===== src/rtl/fpu_pkg.sv =====
// -----------------------------------------------------------------------------
// fpu_pkg
// Shared definitions for the RV32F execute-stage result sequencer.
//   seq_state_t  : IDLE / BUSY / HOLD sequencer states (2-bit encoding)
//   SEL_NONE     : result-mux select when no valid unit result is presented
//   N_FP_UNITS   : number of result sources feeding the 9:1 result mux
//   FP_ADD..FP_CVT : unit indices (0..8), i.e. result-mux input numbers
// -----------------------------------------------------------------------------
package fpu_pkg;

    typedef enum logic [1:0] {
        IDLE = 2'd0,
        BUSY = 2'd1,
        HOLD = 2'd2
    } seq_state_t;

    localparam logic [3:0] SEL_NONE   = 4'hF;
    localparam int         N_FP_UNITS = 9;

    // Units 0..4 complete in one cycle; 5..8 are the iterative ones.
    localparam logic [3:0] FP_ADD    = 4'd0;
    localparam logic [3:0] FP_MUL    = 4'd1;
    localparam logic [3:0] FP_SGNJ   = 4'd2;
    localparam logic [3:0] FP_MINMAX = 4'd3;
    localparam logic [3:0] FP_CMP    = 4'd4;
    localparam logic [3:0] FP_FMA    = 4'd5;
    localparam logic [3:0] FP_DIV    = 4'd6;
    localparam logic [3:0] FP_SQRT   = 4'd7;
    localparam logic [3:0] FP_CVT    = 4'd8;

endpackage


===== src/rtl/fpu_busy_timer.sv =====
// -----------------------------------------------------------------------------
// fpu_busy_timer
// Saturating cycle counter used to bound how long the sequencer waits for a
// multi-cycle unit.
//   clk, rst : clock, asynchronous active-high reset
//   i_clr    : synchronous clear (has priority over i_en)
//   i_en     : count this cycle
//   o_hit    : this enabled cycle is the TIMEOUT_CYC-th one since the clear
// -----------------------------------------------------------------------------
module fpu_busy_timer #(
    parameter int TIMEOUT_CYC = 64
) (
    input  logic clk,
    input  logic rst,
    input  logic i_clr,
    input  logic i_en,
    output logic o_hit
);

    localparam int CW = $clog2(TIMEOUT_CYC + 1);

    logic [CW-1:0] r_count;

    // NOTE: sequential state is written with non-blocking assignments only, so
    // every always_ff reads the pre-edge value of every other register.
    always_ff @(posedge clk or posedge rst) begin
        if (rst) begin
            r_count <= '0;
        end else if (i_clr) begin
            r_count <= '0;
        end else if (i_en && (r_count != CW'(TIMEOUT_CYC))) begin
            r_count <= r_count + CW'(1);
        end
    end

    // Hit fires during the last allowed cycle, so the owner can leave on the
    // same edge at which the count would reach TIMEOUT_CYC.
    assign o_hit = i_en && (r_count == CW'(TIMEOUT_CYC - 1));

endmodule


===== src/rtl/fpu_result_seq.sv =====
// -----------------------------------------------------------------------------
// fpu_result_seq
// Issue/complete sequencer in front of the 9:1 FP result mux. Accepts one op
// at a time, pulses the selected unit's start, waits for multi-cycle units,
// then presents the mux select with res_valid until writeback takes it.
//   clk, rst    : clock, asynchronous active-high reset
//   op_valid    : upstream presents an op          op_sel : target unit 0..8
//   op_ready    : can accept (IDLE only)           stall  : ~op_ready
//   flush       : kill any in-flight op, back to IDLE
//   unit_start  : one-hot single-cycle start pulse unit_done : unit completions
//   mux_sel     : result mux select, SEL_NONE when no unit result
//   res_valid   : result presented                  wb_ready : writeback takes it
//   illegal_op  : result is 0 because op_sel > 8
//   timeout     : result is 0 because the unit never completed
// -----------------------------------------------------------------------------
module fpu_result_seq
    import fpu_pkg::*;
#(
    parameter int                 N_UNITS     = N_FP_UNITS,
    parameter logic [N_UNITS-1:0] MULTI_MASK  = 9'h1E0,
    parameter int                 TIMEOUT_CYC = 64
) (
    input  logic               clk,
    input  logic               rst,
    input  logic               op_valid,
    input  logic [3:0]         op_sel,
    output logic               op_ready,
    input  logic               flush,
    output logic [N_UNITS-1:0] unit_start,
    input  logic [N_UNITS-1:0] unit_done,
    output logic [3:0]         mux_sel,
    output logic               res_valid,
    input  logic               wb_ready,
    output logic               illegal_op,
    output logic               timeout,
    output logic               stall
);

    seq_state_t         r_state,      w_state_nxt;
    logic [3:0]         r_sel_q,      w_sel_nxt;
    logic [N_UNITS-1:0] r_unit_start, w_start_nxt;
    logic [3:0]         r_mux_sel,    w_mux_nxt;
    logic               r_res_valid,  w_valid_nxt;
    logic               r_illegal,    w_illegal_nxt;
    logic               r_timeout,    w_timeout_nxt;
    logic               w_timeout_hit;

    // Counter runs only while BUSY and is held at zero otherwise, so it reads
    // 0 in the first BUSY cycle.
    fpu_busy_timer #(
        .TIMEOUT_CYC (TIMEOUT_CYC)
    ) u_busy_timer (
        .clk   (clk),
        .rst   (rst),
        .i_clr (r_state != BUSY),
        .i_en  (r_state == BUSY),
        .o_hit (w_timeout_hit)
    );

    always_ff @(posedge clk or posedge rst) begin
        if (rst) begin
            r_state      <= IDLE;
            r_sel_q      <= SEL_NONE;
            r_unit_start <= '0;
            r_mux_sel    <= SEL_NONE;
            r_res_valid  <= 1'b0;
            r_illegal    <= 1'b0;
            r_timeout    <= 1'b0;
        end else begin
            r_state      <= w_state_nxt;
            r_sel_q      <= w_sel_nxt;
            r_unit_start <= w_start_nxt;
            r_mux_sel    <= w_mux_nxt;
            r_res_valid  <= w_valid_nxt;
            r_illegal    <= w_illegal_nxt;
            r_timeout    <= w_timeout_nxt;
        end
    end

    // NOTE: every signal gets a default before any branch, so no path through
    // this block can leave one unassigned and infer a latch.
    always_comb begin
        w_state_nxt   = r_state;
        w_sel_nxt     = r_sel_q;
        w_start_nxt   = '0;              // start is a pulse unless re-armed
        w_mux_nxt     = r_mux_sel;
        w_valid_nxt   = r_res_valid;
        w_illegal_nxt = r_illegal;
        w_timeout_nxt = r_timeout;

        if (flush) begin
            // Beats done, timeout, release and acceptance; no start pulse.
            w_state_nxt   = IDLE;
            w_mux_nxt     = SEL_NONE;
            w_valid_nxt   = 1'b0;
            w_illegal_nxt = 1'b0;
            w_timeout_nxt = 1'b0;
        end else begin
            unique case (r_state)
                IDLE: begin
                    if (op_valid) begin
                        w_sel_nxt = op_sel;
                        if (op_sel > 4'(N_UNITS - 1)) begin
                            w_state_nxt   = HOLD;
                            w_valid_nxt   = 1'b1;
                            w_illegal_nxt = 1'b1;
                        end else begin
                            w_start_nxt = N_UNITS'(1) << op_sel;
                            if (MULTI_MASK[op_sel]) begin
                                w_state_nxt = BUSY;
                            end else begin
                                w_state_nxt = HOLD;
                                w_mux_nxt   = op_sel;
                                w_valid_nxt = 1'b1;
                            end
                        end
                    end
                end
                BUSY: begin
                    // Completion of the owning unit wins over a coincident
                    // timeout; other units' done bits are not looked at.
                    if (unit_done[r_sel_q]) begin
                        w_state_nxt = HOLD;
                        w_mux_nxt   = r_sel_q;
                        w_valid_nxt = 1'b1;
                    end else if (w_timeout_hit) begin
                        w_state_nxt   = HOLD;
                        w_valid_nxt   = 1'b1;
                        w_timeout_nxt = 1'b1;
                    end
                end
                HOLD: begin
                    if (wb_ready) begin
                        w_state_nxt   = IDLE;
                        w_mux_nxt     = SEL_NONE;
                        w_valid_nxt   = 1'b0;
                        w_illegal_nxt = 1'b0;
                        w_timeout_nxt = 1'b0;
                    end
                end
                default: begin
                    w_state_nxt   = IDLE;
                    w_mux_nxt     = SEL_NONE;
                    w_valid_nxt   = 1'b0;
                    w_illegal_nxt = 1'b0;
                    w_timeout_nxt = 1'b0;
                end
            endcase
        end
    end

    assign unit_start = r_unit_start;
    assign mux_sel    = r_mux_sel;
    assign res_valid  = r_res_valid;
    assign illegal_op = r_illegal;
    assign timeout    = r_timeout;
    assign op_ready   = (r_state == IDLE);
    assign stall      = (r_state != IDLE);

endmodule


===== config.mk =====
export PLATFORM = sky130hd
export DESIGN_NAME = fpu_result_seq
export DESIGN_NICKNAME = d
export VERILOG_FILES = /design/src/rtl/fpu_pkg.sv /design/src/rtl/fpu_busy_timer.sv /design/src/rtl/fpu_result_seq.sv
export SDC_FILE = /design/constraint.sdc
export NUM_CORES = 1
export LEC_CHECK = 0
export CORE_UTILIZATION = 48
export DETAILED_ROUTE_END_ITERATION = 7
export GPL_TIMING_DRIVEN = 0
export HOLD_SLACK_MARGIN = 0.15
export PLACE_DENSITY_LB_ADDON = 0.2
export SKIP_LAST_GASP = 1
export SYNTH_ARGS = -nofsm -noshare
export SYNTH_HDL_FRONTEND = slang
export SYNTH_SLANG_ARGS = --single-unit

===== constraint.sdc =====
create_clock -name clk -period 2.1 [get_ports clk]
set_input_delay 0.315 -clock clk [delete_from_list [all_inputs] [get_ports clk]]
set_output_delay 0.315 -clock clk [all_outputs]
set_load 0.01 [all_outputs]

==> results of run 1 <==
cell type report:
| cell class | count | area [um^2] |
|---|---|---|
| buffer | 6 | 40.04 |
| clock buffer | 5 | 37.54 |
| clock inverter | 3 | 17.52 |
| fill | 244 | 932.1 |
| inverter | 8 | 30.03 |
| multi-input combinational | 100 | 666.9 |
| sequential | 29 | 735.7 |
| tap | 31 | 38.79 |
| timing repair buffer | 33 | 330.3 |
worst max-delay path by stage:
stage                     startpoint    endpoint  slack (ps)  cells after the start
after floorplan           r_sel_q[0]  mux_sel[0]         290                      5
after global placement     op_sel[0]  mux_sel[3]        -150                      7
after detailed placement   op_sel[0]  mux_sel[3]        -180                      7
after CTS                 r_state[0]       stall         150                      4
after global routing      r_state[0]       stall          50                      4
final                     r_state[0]       stall         160                      4
state kept, by name (all words and copies together), names as in the netlist:
name,flops
unit_start,9
u_busy_timer.r_count,7
mux_sel,4
r_sel_q,4
r_state,2
illegal_op,1
res_valid,1
timeout,1
routing by layer:
layer | vias to the layer above | track usage [%]
met1 | 561 | 25.11
met4 | 0 | 8.362
met3 | 7 | 6.349
met5 | - | 0
li1 | 570 | -
met2 | 41 | 39.37
layout by cell type (no fill, tap or decap), drive strengths merged, types with 2 or more instances in the layout:
cell	count
clkdlybuf4s50	33
mux2i	5
nor2	23
clkbuf	7
buf	4
nor3	3
nand3	5
inv	8
nor4	2
xnor2	2
ha	2
dfstp	8
clkinv	2
or3	3
dfrtp	21
nor2b	2
nor3b	2
a21oi	10
nand2	13
mux2	7
o21ai	3
xor2	2
nand2b	2
power groups by stage:
| stage | combinational, uW | clock (uW) | sequential, uW |
|---|---|---|---|
| after floorplan | 203 | 0 | 669 |
| after global placement | 322 | 0 | 665 |
| after detailed placement | 331 | 0 | 667 |
| after CTS | 333 | 344 | 658 |
| after global routing | 362 | 364 | 664 |
| final | 331 | 332 | 658 |
cells by family (layout without fill, tap and decap cells):
| kind of cell | count (synthesis) | after routing | synth area share [%] |
|---|---|---|---|
| adders and majority gates | 2 | 2 | 1.699 |
| muxes | 13 | 13 | 10.53 |
| and+or+nand+nor | 59 | 59 | 19.20 |
| buffers and inverters | 14 | 55 | 4.758 |
| xor gates and xnor gates | 4 | 4 | 2.379 |
| DFF | 29 | 29 | 49.96 |
| AOI/OAI and AO/OA | 22 | 22 | 11.47 |
synth_stat cells (2+ instances only):
cell,number
nand2_1,13
dfstp_2,8
a21oi_1,9
or3_1,3
inv_1,8
xnor2_1,2
nand3_1,5
nor3_1,3
mux2_1,3
nor2_1,22
mux2_2,3
o21ai_0,3
mux2i_1,5
nor3b_1,2
buf_6,2
nor4_1,2
dfrtp_1,21
clkbuf_1,2
buf_2,2
nand2b_1,2
nor2b_1,2
xor2_1,2
ha_1,2
stage by stage:
stage / hold slack [ps] / utilization [%] / power, uW
floorplan: 387.2 / - / 872.0
global placement: 469.4 / 65.10 / 986.6
detailed placement: 477.8 / 65.10 / 998.8
CTS: 366.6 / 67.05 / 1334
global route: 413.3 / 67.05 / 1391
finish: 387.0 / 67.05 / 1321
worst max-delay path: stages (launching register included):
cell and delay (ps):
dfrtp_1 370, buf_2 240, nor2_1 90, inv_1 70, clkdlybuf4s50_1 530
==> load_flow_metrics.sql, run 1 <==
INSERT INTO impl_metrics (metric_group, metric, value, unit) VALUES
('run_status', 'outcome', 'finished with violations', ''),
('run_status', 'failed_checks', 'DRC', ''),
('place', 'port-buffer-count', '33', ''),
('place', 'post-place-ws', '-180.1', 'ps'),
('drt', 'routed_via_density', '5.484', ''),
('power_and_ir_drop', 'vdd_drop_max', '0.0005250', 'V'),
('synth', 'post_synth_num_cell_types', '40', ''),
('synth', 'synth-async-reset-ratio', '100.0', '%'),
('place', 'routabilityCongestion', '0.8157', ''),
('critical_path', 'critical_path.max_fanout', '10', ''),
('place', 'postPlaceCellArea', '0.001842', 'mm^2'),
('hold_path', 'hold-path-cell-count', '2', ''),
('critical_path', 'criticalPathCategory', 'register to output pin', ''),
('grt', 'grt_pass1_vias', '1199', ''),
('drt', 'detail-route-antenna-nets', '0', ''),
('final_layout', 'area.growth.synth_to_final', '28.80', '%'),
('grt', 'groute.usage.overall', '22.17', '%'),
('drt', 'detailroute.via_count', '1179', ''),
('synth', 'synth_seq_cells', '29', ''),
('sta', 'slew_violations', '0', ''),
('critical_path', 'required', '1780', 'ps'),
('synth', 'synth-warning-count', '0', ''),
('synth', 'ys_top_cells_by_area', 'dfrtp_1 36%, dfstp_2 14%, nor2_1 5.6%, mux2i_1 3.4%, nand2_1 3.3%', ''),
('final_layout', 'share_of_post_route_cells_with_drive_strength_above_1', '16.85', '%'),
('grt', 'wire_length_of_the_first_global_routing_pass', '5.464', 'mm'),
('floorplan', 'initial_utilization', '52.06', '%'),
('synth', 'synth_top_area_cell', 'dfrtp_1', ''),
('final_layout', 'nets', '203', ''),
('power_and_ir_drop', 'p_comb_share', '25.0', '%'),
('clocking', 'post_cts_resize_count', '0', ''),
('drt', 'maxUsedRoutingLayer', 'met4', ''),
('sta', 'finalSetupViolations', '0', ''),
('power_and_ir_drop', 'pwr-share-clk', '25.1', '%'),
('critical_path', 'r2r_slack', '190', 'ps'),
('critical_path', 'worst-r2r-cell-count', '5', ''),
('power_and_ir_drop', 'internal_power', '922.1', 'uW'),
('power_and_ir_drop', 'power.switching', '398.9', 'uW'),
('clocking', 'cts-htree-levels', '2', ''),
('hold_path', 'hold_path_end', 'r_state[1]', ''),
('clocking', 'tritoncts.num_buffers', '5', ''),
('sta', 'max_freq', '516.6', 'MHz'),
('sta', 'clock-skew-final', '10.21', 'ps'),
('drt', 'wl_met2', '1.540', 'mm'),
('drt', 'drt-initial-drc-count', '77', ''),
('power_and_ir_drop', 'power_per_unit_of_standard_cell_area', '696.5', 'mW/mm^2'),
('synth', 'synth_nets', '163', ''),
('power_and_ir_drop', 'swShare', '30.20', '%'),
('synth', 'synthFlopType', 'dfrtp_1', ''),
('synth', 'seq_area_frac_synth', '49.96', '%'),
('critical_path', 'crit-reg2reg-capture', 'mux_sel[0]', ''),
('sta', 'hold_viol_final', '0', ''),
('clocking', 'cts.sink_count', '29', ''),
('floorplan', 'floorplan.die_area', '0.003294', 'mm^2'),
('clocking', 'cts_post_setup_buffers_inserted', '0', ''),
('drt', 'dr_wl_met3', '145', 'um'),
('grt', 'globalRoute.totalOverflow', '0', ''),
('power_and_ir_drop', 'static-leakage-power', '0.0007995', 'uW'),
('place', 'placed_cells', '207', ''),
('critical_path', 'timing.rr.start', 'r_sel_q[0]', ''),
('floorplan', 'chipWidth', '57.39', 'um'),
('run', 'maxCapViolations', '0', ''),
('floorplan', 'core.rowCount', '19', ''),
('hold_path', 'worstHoldStart', 'flush', ''),
('drt', 'drc_viols', '2', ''),
('clocking', 'clock_insertion_delay_at_the_later_pin_of_the_skew_report', '340', 'ps'),
('sta', 'final_period_minus_worst_setup_slack', '1936', 'ps'),
('drt', 'routed_wl', '3.056', 'mm'),
('critical_path', 'arrival', '1620', 'ps'),
('sta', 'rsz_0062_raised_after_global_routing', 'false', ''),
('place', 'dp_hpwl', '2.298', 'mm'),
('drt', 'detail_route.wl_per_cell', '14.21', 'um');
Note: power is estimated with default switching activity, not from simulation.
==> run 2: changes to the inputs <==
Settings changed: HOLD_SLACK_MARGIN 0.15 to 0.06, SETUP_SLACK_MARGIN set to 0.05.
==> load_flow_metrics.sql, run 2 (synthesis gave the netlist of run 1 again) <==
INSERT INTO impl_metrics (metric_group, metric, value, unit) VALUES
('final_layout', 'layout.cells.most_common', 'clkdlybuf4s50_1', ''),
('floorplan', 'core.rowCount', '19', ''),
('drt', 'drt-initial-drc-count', '74', ''),
('place', 'dp_hpwl', '2.298', 'mm'),
('critical_path', 'worst-r2r-cell-count', '5', ''),
('place', 'placed_cells', '207', ''),
('sta', 'min_period_over_period', '92.39', '%'),
('hold_path', 'worstHoldStart', 'flush', ''),
('clocking', 'tritoncts_clock_tree', 'built', ''),
('drt', 'detail-route-antenna-nets', '0', ''),
('floorplan', 'design.core.area', '0.002829', 'mm^2'),
('final_layout', 'design_area', '0.001899', 'mm^2'),
('place', 'postPlaceCellArea', '0.001842', 'mm^2'),
('final_layout', 'nets', '203', ''),
('drt', 'drc_viols', '2', ''),
('final_layout', 'n_antenna_cell', '0', ''),
('sta', 'rsz_0062_raised_after_global_routing', 'false', ''),
('hold_path', 'hold_class', 'input pin to register', ''),
('critical_path', 'setup.worst_path.start_class', 'register', ''),
('sta', 'max_freq', '515.4', 'MHz'),
('critical_path', 'required', '1780', 'ps'),
('critical_path', 'worst_setup_path_startpoint', 'r_state[0]', ''),
('power_and_ir_drop', 'swShare', '30.25', '%'),
('power_and_ir_drop', 'p_comb_share', '25.0', '%'),
('sta', 'worst_slew_pin_slew', '1062', 'ps'),
('critical_path', 'timing.critical_path.cells', 'clkbuf_4 > nor2_1 > clkdlybuf4s50_1', ''),
('power_and_ir_drop', 'pwr-share-clk', '25.2', '%'),
('sta', 'slew_violations', '0', ''),
('grt', 'grt_pass1_vias', '1199', ''),
('floorplan', 'floorplan.die_area', '0.003294', 'mm^2'),
('clocking', 'cts_post_setup_buffers_inserted', '0', ''),
('final_layout', 'share_of_post_route_cells_with_drive_strength_above_1', '16.85', '%'),
('critical_path', 'timing.rr.start', 'r_sel_q[0]', ''),
('final_layout', 'largest_reg_flops', '9', ''),
('floorplan', 'chipWidth', '57.39', 'um'),
('final_layout', 'area.growth.synth_to_final', '28.97', '%'),
('drt', 'detailroute.via_count', '1171', ''),
('grt', 'antenna_found_initial', '0', ''),
('clocking', 'clock_tree.buffer_depth', '2', ''),
('sta', 'postLayoutSetupSlackWorst', '159.9', 'ps'),
('power_and_ir_drop', 'internal_power', '922.8', 'uW'),
('hold_path', 'hold-path-cell-count', '2', ''),
('run_status', 'failed_checks', 'DRC', ''),
('run_status', 'outcome', 'finished with violations', ''),
('critical_path', 'criticalPathCategory', 'register to output pin', ''),
('drt', 'detail_route.first_pass.iterations', '6', ''),
('power_and_ir_drop', 'vdd_drop_max', '0.0005256', 'V'),
('clocking', 'tritoncts.num_buffers', '5', ''),
('sta', 'hold_viol_final', '0', ''),
('place', 'post-place-ws', '-180.1', 'ps'),
('power_and_ir_drop', 'sequentialPowerShare', '49.8', '%'),
('sta', 'final_period_minus_worst_setup_slack', '1940', 'ps'),
('clocking', 'cts_hold_repair.buffers', '0', ''),
('final_layout', 'layout.filler_cells', '244', ''),
('clocking', 'root_buffer', 'clkbuf_4', ''),
('sta', 'finalSetupViolations', '0', ''),
('grt', 'globalRoute.totalOverflow', '0', ''),
('place', 'routabilityCongestion', '0.8157', ''),
('floorplan', 'ios', '36', ''),
('grt', 'grt_start_max_net_pins', '30', ''),
('power_and_ir_drop', 'power.switching', '400.2', 'uW'),
('clocking', 'clk_transition_reported_paths', '90', 'ps'),
('clocking', 'post_cts_resize_count', '0', ''),
('critical_path', 'critical_path.max_fanout', '10', ''),
('clocking', 'cts.sink_count', '29', ''),
('critical_path', 'critPathSlowestCell', 'clkdlybuf4s50_1', ''),
('critical_path', 'cpPeakStageDelay', '550', 'ps'),
('floorplan', 'initial_utilization', '52.06', '%'),
('grt', 'groute.usage.overall', '22.17', '%'),
('place', 'port-buffer-count', '33', ''),
('drt', 'detail_route.wl_per_cell', '14.17', 'um'),
('drt', 'routed_via_density', '5.447', ''),
('critical_path', 'critical_path.endpoint_type', 'output pin', ''),
('run', 'maxCapViolations', '0', ''),
('grt', 'wire_length_of_the_first_global_routing_pass', '5.464', 'mm'),
('clocking', 'clock_insertion_delay_at_the_later_pin_of_the_skew_report', '340', 'ps'),
('power_and_ir_drop', 'static-leakage-power', '0.0007990', 'uW'),
('critical_path', 'arrival', '1630', 'ps'),
('sta', 'worst_slew_margin_rel', '29.14', '%'),
('power_and_ir_drop', 'power_per_unit_of_standard_cell_area', '696.6', 'mW/mm^2'),
('final_layout', 'post_layout_nonfiller_instances', '215', ''),
('drt', 'routed_wl', '3.047', 'mm'),
('clocking', 'cts-htree-levels', '2', ''),
('floorplan', 'dieHeight', '57.39', 'um'),
('final_layout', 'layout_common_cells', '33 x clkdlybuf4s50_1, 22 x nor2_1, 21 x dfrtp_1', ''),
('sta', 'clock-skew-final', '10.39', 'ps');
[run 2: final timing paths]
path,to,slack [ps]
setup / recovery,op_ready,160
hold / removal,r_state[1],390
setup reg to reg,mux_sel[0],190
hold reg to reg,res_valid,490
max in group asynchronous,unit_start[7],920
min in group asynchronous,unit_start[3],530
[run 2: layout make-up]
cell class	count	area, um^2	share of cell area, %
repair buffers	33	330.3	17.39
well taps	31	38.79	2.042
flip-flops and latches	29	735.7	38.74
clock buffers	5	37.54	1.976
clock inverters	3	17.52	0.9223
inverters	8	30.03	1.581
multi-input cells	100	666.9	35.11
plain buffers	6	42.54	2.240
[run 2: routing by layer]
layer	GRT usage, %	share of wire, %	wire length [um]
met4	8.362	1.9	59
met1	25.11	43	1300
met2	39.37	50	1533
met5	0	0	0
met3	6.349	5.0	153
[run 2: per-stage QoR]
step / total power [uW] / util, % / hold WS, ps / TNS (ps)
after floorplan: 872.0 / - / 387.2 / 0
after global placement: 986.6 / 65.10 / 469.4 / -601.5
after detailed placement: 998.8 / 65.10 / 477.8 / -708.5
after CTS: 1334 / 67.05 / 366.6 / 0
after global routing: 1391 / 67.14 / 413.3 / 0
final: 1323 / 67.14 / 389.4 / 0
[run 2: power by group through the flow]
| stage | clock [uW] | combinational [uW] | sequential, uW |
|---|---|---|---|
| 2_1_floorplan | 0 | 203 | 669 |
| 3_3_place_gp | 0 | 322 | 665 |
| 3_5_place_dp | 0 | 331 | 667 |
| 4_1_cts | 344 | 333 | 658 |
| 5_1_grt | 364 | 363 | 664 |
| 6_report | 334 | 331 | 658 |
[run 2: worst max-delay path: cells and delay by family (launching register included)]
kind	cells	cell delay, ps
buf+inv	2	750
flops	1	400
simple gates	1	150
